==> config.mk <==
export PLATFORM = sky130hd
export DESIGN_NAME = axis_frame_scheduler
export DESIGN_NICKNAME = d
export VERILOG_FILES = /design/src/rtl/axis_frame_scheduler.sv
export SDC_FILE = /design/constraint.sdc
export NUM_CORES = 1
export LEC_CHECK = 0
export CORE_AREA = 2 2 68 70
export CTS_BUF_LIST = sky130_fd_sc_hd__clkbuf_16
export CTS_CLUSTER_DIAMETER = 120
export DETAILED_ROUTE_END_ITERATION = 7
export DIE_AREA = 0 0 70 72
export PLACE_DENSITY = 0.92
export SETUP_SLACK_MARGIN = 0.3
export SLEW_MARGIN = 20
export SYNTH_ARGS = -nofsm -noshare
export SYNTH_HDL_FRONTEND = slang
export SYNTH_SLANG_ARGS = --single-unit
==> constraint.sdc <==
create_clock -name clk_i -period 4.35 [get_ports clk_i]
set_clock_uncertainty 0.1 [all_clocks]
set_input_delay 1.0875 -clock clk_i [delete_from_list [all_inputs] [get_ports clk_i]]
set_output_delay 1.0875 -clock clk_i [all_outputs]
set_load 0.005 [all_outputs]
==> src/rtl/axis_frame_scheduler.sv <==
// Frame-synchronous N:1 AXI4-Stream scheduler: one source per frame, switching only at frame ends.
// Optional statistics counters are enabled with `define AXIS_FRAME_SCHED_STATS_EN.
module axis_frame_scheduler #(
    parameter int N_SRC          = 2,
    parameter int DATA_WIDTH     = 16,
    parameter int USER_WIDTH     = 1,
    parameter int V_RES          = 768,
    parameter int FRAMES_PER_SRC = 60,
    parameter int DRAIN_UNSEL    = 1,
    parameter int SEL_W          = (N_SRC > 1) ? $clog2(N_SRC) : 1
) (
    input  logic                        clk_i,
    input  logic                        rst_i,
    input  logic [N_SRC-1:0]            s_tvalid_i,
    input  logic [N_SRC*DATA_WIDTH-1:0] s_tdata_i,
    input  logic [N_SRC-1:0]            s_tlast_i,
    input  logic [N_SRC*USER_WIDTH-1:0] s_tuser_i,
    output logic [N_SRC-1:0]            s_tready_o,
    output logic                        m_tvalid_o,
    output logic [DATA_WIDTH-1:0]       m_tdata_o,
    output logic                        m_tlast_o,
    output logic [USER_WIDTH-1:0]       m_tuser_o,
    input  logic                        m_tready_i,
    input  logic                        mode_i,
    input  logic [SEL_W-1:0]            sel_i,
    output logic [SEL_W-1:0]            cur_sel_o,
    output logic                        frame_done_o,
`ifdef AXIS_FRAME_SCHED_STATS_EN
    output logic [31:0]                 frame_cnt_o,
    output logic [31:0]                 underrun_cnt_o,
`endif
    output logic                        sync_err_o
);
    localparam int LC_W = $clog2(V_RES + 1);
    localparam int FC_W = $clog2(FRAMES_PER_SRC + 1);

    typedef enum logic {SYNC, STREAM} state_t;

    state_t                  state;
    logic [SEL_W-1:0]        act, nxt_act;
    logic [LC_W-1:0]         line_cnt;
    logic [FC_W-1:0]         frm_cnt, nxt_frm;
    logic                    first;

    logic                    a_valid, a_last, a_sof, act_ready, load_ok, hs, fwd, frame_end;
    logic [DATA_WIDTH-1:0]   a_data;
    logic [USER_WIDTH-1:0]   a_user;

    always_comb begin
        a_valid = 1'b0;
        a_data  = '0;
        a_last  = 1'b0;
        a_user  = '0;
        for (int k = 0; k < N_SRC; k++) begin
            if (act == SEL_W'(k)) begin
                a_valid = s_tvalid_i[k];
                a_data  = s_tdata_i[k*DATA_WIDTH +: DATA_WIDTH];
                a_last  = s_tlast_i[k];
                a_user  = s_tuser_i[k*USER_WIDTH +: USER_WIDTH];
            end
        end
    end

    assign a_sof     = a_user[0];
    assign load_ok   = !m_tvalid_o || m_tready_i;
    // While hunting for SOF, non-SOF beats are swallowed regardless of the output stage.
    assign act_ready = (state == SYNC && !a_sof) ? 1'b1 : load_ok;
    assign hs        = a_valid && act_ready && !rst_i;
    assign fwd       = hs && (state == STREAM || a_sof);
    assign frame_end = hs && state == STREAM && a_last && line_cnt == LC_W'(V_RES - 1);
    assign cur_sel_o = act;

    always_comb begin
        for (int k = 0; k < N_SRC; k++) begin
            if (rst_i)
                s_tready_o[k] = 1'b0;
            else if (act == SEL_W'(k))
                s_tready_o[k] = act_ready;
            else
                s_tready_o[k] = (DRAIN_UNSEL != 0);
        end
    end

    always_comb begin
        nxt_act = act;
        nxt_frm = '0;
        if (!mode_i) begin
            if (int'(sel_i) < N_SRC)
                nxt_act = sel_i;
        end else if (frm_cnt == FC_W'(FRAMES_PER_SRC - 1)) begin
            nxt_act = (act == SEL_W'(N_SRC - 1)) ? '0 : act + SEL_W'(1);
        end else begin
            nxt_frm = frm_cnt + FC_W'(1);
        end
    end

    always_ff @(posedge clk_i) begin
        if (rst_i) begin
            state        <= SYNC;
            act          <= '0;
            line_cnt     <= '0;
            frm_cnt      <= '0;
            first        <= 1'b1;
            m_tvalid_o   <= 1'b0;
            m_tdata_o    <= '0;
            m_tlast_o    <= 1'b0;
            m_tuser_o    <= '0;
            frame_done_o <= 1'b0;
            sync_err_o   <= 1'b0;
        end else begin
            frame_done_o <= 1'b0;
            sync_err_o   <= 1'b0;
            if (load_ok) begin
                m_tvalid_o <= fwd;
                if (fwd) begin
                    m_tdata_o <= a_data;
                    m_tlast_o <= a_last;
                    m_tuser_o <= a_user;
                end
            end
            case (state)
                SYNC: begin
                    if (hs && a_sof) begin
                        line_cnt <= '0;
                        first    <= 1'b0;
                        state    <= STREAM;
                    end
                end
                STREAM: begin
                    if (hs) begin
                        if (a_sof && !first)
                            sync_err_o <= 1'b1;
                        if (frame_end) begin
                            frame_done_o <= 1'b1;
                            line_cnt     <= '0;
                            act          <= nxt_act;
                            frm_cnt      <= nxt_frm;
                            first        <= 1'b1;
                            state        <= SYNC;
                        end else if (a_sof && !first) begin
                            // Stray SOF restarts the line count as a new frame.
                            line_cnt <= a_last ? LC_W'(1) : '0;
                        end else if (a_last) begin
                            line_cnt <= line_cnt + LC_W'(1);
                        end
                    end
                end
                default: state <= SYNC;
            endcase
        end
    end

`ifdef AXIS_FRAME_SCHED_STATS_EN
    always_ff @(posedge clk_i) begin
        if (rst_i) begin
            frame_cnt_o    <= '0;
            underrun_cnt_o <= '0;
        end else begin
            if (frame_end)
                frame_cnt_o <= frame_cnt_o + 32'd1;
            if (state == STREAM && m_tready_i && !m_tvalid_o && underrun_cnt_o != '1)
                underrun_cnt_o <= underrun_cnt_o + 32'd1;
        end
    end
`endif

endmodule

-- After elaboration in Yosys (flattened, before gate mapping)
Index checks and enable logic that the tools add are counted.
- bits in registers: 40
- input bits: 43
- output and inout port bits: 24
- word-level logic and storage cells: 75
- add/subtract/negate cells: 3
- eq/ne operators: 7
- mux-type cells: 31
- bitwise gates (word level): 2
- reduce and logical (&&, ||, !) cells: 21
- operators by type and width (kind ; number):
    $mux W10 ; 5
    $mux W1 ; 20
    $pmux W10 S2 ; 1
    $mux W16 ; 1
    $mux W6 ; 2
    $add A10 B1 Y10 const B ; 1
    $eq A10 B10 Y1 const B ; 1
    $logic_and A1 B1 Y1 ; 9
    $reduce_and A3 Y1 ; 3
    $ne A2 B1 Y1 const B ; 4
    $add A6 B1 Y6 const B ; 1
    $eq A6 B6 Y1 const B ; 1
    $logic_not A1 Y1 ; 4
    $ne A4 B1 Y1 const B ; 1
    $pmux W1 S2 ; 2
    $reduce_and A4 Y1 ; 1
    $reduce_or A3 Y1 ; 1
    $logic_or A1 B1 Y1 ; 2
    $not A1 Y1 ; 2
    $reduce_and A2 Y1 ; 1
    $add A1 B1 Y1 const B ; 1

-- Longest topological paths before layout
Gate-level depths: netlist of the first run.
- depth after elaboration: 12
- depth in mapped cells: 7
- depth with buffers taken out: 6

-- Least setup slack after synthesis of the first run
Ideal clock, no wire load.
- path type: in2out
- start point: input s_tuser_i[1]
- end point: output s_tready_o[1]
- arrival: 1881 ps
- setup slack: 1282 ps
- cell stages on the path: 4
- buffers on the path: 0
- cells stage by stage: mux2_2 o21ai_0 inv_1 a21oi_1
- longest elaborated chain between the ends: 6
- ends and longest elaborated chain (what ; line ; RTL):
    from (decl) ; 17 ; input logic [N_SRC*USER_WIDTH-1:0] s_tuser_i,
    $mux W1 ; 55 ; if (act == SEL_W'(k)) begin
    $logic_not A1 Y1 ; 67 ; assign act_ready = (state == SYNC && !a_sof) ? 1'b1 : load_ok;
    $logic_and A1 B1 Y1 ; 67 ;
    $mux W1 ; 67 ;
    $mux W1 ; 77 ; else if (act == SEL_W'(k))
    $mux W1 ; 75 ; if (rst_i)
    to (decl) ; 18 ; output logic [N_SRC-1:0] s_tready_o,
No other way between the ends.

-- Worst setup path in the final report of the first run
- start point: input s_tuser_i[0]
- end point: output s_tready_o[0]
The elaborated chain is that of the path after synthesis.

==> results of run 1 <==
==> cells by family after synthesis <==
group / count (synthesis) / synth area share
simple gates: 90 / 0.238
compound gates: 63 / 0.194
flops: 40 / 0.392
mux: 22 / 0.110
buf+inv: 21 / 0.0496
fa+ha+maj: 2 / 0.0123
xor+xnor: 1 / 0.00429
==> layer usage <==
layer | part of all wire | up-vias
li1 | - | 1010
met2 | 0.53 | 83
met4 | 0.020 | 0
met1 | 0.39 | 993
met5 | 0 | -
met3 | 0.062 | 14
==> placed cells by master (no fill, tap or decap), types with 2 or more instances in the layout <==
cell type and n:
inv_1 8, nand4_1 5, a21oi_1 15, dfxtp_1 40
mux2i_1 20, nor3_1 4, nand2_1 8, clkdlybuf4s50_1 65
and2_1 3, clkbuf_16 5, clkinvlp_4 2, a211oi_1 17
o41ai_1 2, nor2_1 33, o21ai_1 3, o21ai_0 14
nand3b_1 2, or4_1 4, nand2b_1 5, nand3_1 10
ha_1 2, nor2b_1 5, buf_4 5, and3_1 3
a31oi_1 5
==> path summary, 6_finish.rpt <==
path	end	slack, ns	cells past startpoint
setup / recovery	s_tready_o[0]	0.39	7
hold / removal	frm_cnt[0]	0.39	2
setup reg to reg	frm_cnt[3]	1.74	6
hold reg to reg	frm_cnt[0]	0.39	2
==> worst register-to-register path, stage by stage (launching register included) <==
cell and delay [ns]:
dfxtp_1 0.35, buf_4 0.35, mux2i_1 0.26, nor3b_2 0.43, nand4_2 0.35, or4_1 0.56, a21oi_1 0.15
==> power groups by stage <==
stage	Combinational, mW	Clock (mW)	Sequential [mW]
6_report	0.119	0.354	0.385
2_1_floorplan	0.0445	0	0.392
5_1_grt	0.129	0.371	0.386
3_5_place_dp	0.118	0	0.393
4_1_cts	0.119	0.358	0.385
3_3_place_gp	0.114	0	0.392
==> state kept, by name (all words and copies together), names as in the netlist <==
signal,cells
first,1
cur_sel_o,1
m_tlast_o,1
m_tuser_o,1
frm_cnt,6
sync_err_o,1
line_cnt,10
frame_done_o,1
state,1
m_tdata_o,16
m_tvalid_o,1
==> stage by stage <==
stage / hold slack (ns) / util / power, mW
after global placement: 0.360 / 0.643 / 0.506
after detailed placement: 0.381 / 0.643 / 0.510
final: 0.389 / 0.678 / 0.858
after floorplan: 0.343 / - / 0.436
after CTS: 0.395 / 0.676 / 0.862
after global routing: 0.410 / 0.677 / 0.886
==> layout make-up <==
type	instances	area, sq um	share of cell area
Antenna cell	1	2.50	0.000866
Clock buffer	5	125	0.0433
Clock inverter	3	18.8	0.00650
Inverter	8	30.0	0.0104
Multi-Input combinational cell	178	1150	0.397
Sequential cell	40	801	0.277
Tap cell	52	65.1	0.0225
Timing Repair Buffer	71	701	0.243
==> what timing repair did <==
item | in CTS | in global routing
setup endpoints to repair | 1 | 1
gates cloned | 0 | 0
resized for setup | 1 | 1
==> reports/metrics.yaml, run 1 <==
status:
  status: "finished, final reports clean"
global_route:
  grt-ovfl-total: 0
  use_met3: 0.0694
  antenna_found_initial: 0
  use_met2: 0.410
  top_usage_layer: "met2"
  grtUsageTotal: 0.226
  grt_pass1_vias: 1956
  grtUsageMet1: 0.257
  grt_pass1_wl_microns: 9120
  grt_max_degree: 39
placed_design:
  dp_cells: 349
  gp_congestion: 0.923
  io_buffers: 66
  dp_hpwl_microns: 4120
  place_area_sq_um: 2740
  place_ws_ns: 0.284
detailed_routing:
  drc_errors: 0
  via_per_inst: 5.87
  first_pass_iters: 4
  antenna_left: 0
  num_vias: 2100
  drtIter0Drc: 194
  wire_per_inst_microns: 15.8
  wirelength_microns: 5660
pwr:
  seqPwrFrac: 0.448
  vdd_drop_max_v: 0.000261
  p_sw_frac: 0.234
  leakage_nw: 0.983
  pwr-share-clk: 0.413
  power_density_nw_per_um2: 297
  power_frac_comb: 0.139
  power.switching_mw: 0.200
  p_int_mw: 0.658
synth:
  netlist_area_sq_um: 2040
  synth_warnings: 0
  synth_area_leaders: "dfxtp_1 (39%), mux2i_1 (9.8%), a211oi_1 (6.3%)"
  avgSynthCellArea_sq_um: 8.54
  ys_top_cells_by_count: "dfxtp_1 (40), nor2_1 (33), mux2i_1 (20)"
  synth.most_common_cell: "dfxtp_1"
  synthDistinctLibCells: 44
  synth-edff-count: 0
  synthArstFlopShare: 0
  synth_top_area_share: 0.392
  synth_seq_cells: 40
  synthesis.nets: 284
  yosysTopAreaCell: "dfxtp_1"
  synth_flop_cell: "dfxtp_1"
  syn_inst: 239
  synth-seq-area-share: 0.392
floorplan:
  initial_core_util: 0.479
  dieArea_sq_um: 5040
  die_height_microns: 72
  rows: 24
  die_width_microns: 70
  pin_count: 67
  core-area_sq_um: 4260
worst_setup_path:
  crit_start: "s_tuser_i[0]"
  timing.rr.start: "cur_sel_o"
  worst_path_largest_cell_delay_ns: 0.51
  worstPathMaxFanout: 4
  crit_arrival_ns: 2.78
  crit_slowest_cell: "clkdlybuf4s50_1"
  startpoint_type: "input port"
  worstPathRequired_ns: 3.16
  cp_cell_sequence: "clkdlybuf4s50_1 -> mux2_2 -> o21ai_1 -> buf_4 -> nor2_1 -> nor2_1 -> clkdlybuf4s50_1"
  crit_type: "in -> out"
  cp-end-kind: "primary output"
  worst-path-buf-inv: 3
  critPathTopFamily: "buffers and inverters"
clock_tree:
  clockRootBuffer: "clkbuf_16"
  clock_sinks: 40
  ctsHtreeMaxLevel: 2
  post-cts-setup-buffers: 0
  clkLatencyLatePin_ns: 0.29
  holdBufCountCts: 0
  cts_buffer_depth: 2
  clk_pin_slew_ns: 0.06
  cts_tree: "yes"
  numCtsBuffers: 5
sta:
  post-route-min-period_ns: 3.96
  hold_viol_final: 0
  relSlewSlack: 0.555
  final-setup-viol-count: 0
  tightest_slew_ns: 0.666
  fin_tns_setup_ns: 0
  setup_ws_ns: 0.387
  post-route-period-util: 0.911
  rsz0062_at_grt: "false"
  slew_viol_final: 0
  fmax_mhz: 252
finish:
  drive_gt1_frac: 0.0590
  stdcell_area_sq_um: 2890
  nNetsFinal: 349
  syn_to_final_growth_pct: 41.5
  stdcell_count: 358
  fill_cells: 336
worst_hold_path:
  hold_start: "frm_cnt[0]"
  min_path_type: "reg -> reg"
flow_run:
  drv_cap: 0
Note: power is estimated with default switching activity, not from simulation.
==> run 2, diff against run 1 <==
SLEW_MARGIN = 40   (was 20)
==> results of run 2 <==
No change in the layout: final DEF, timing and power equal those of run 1.
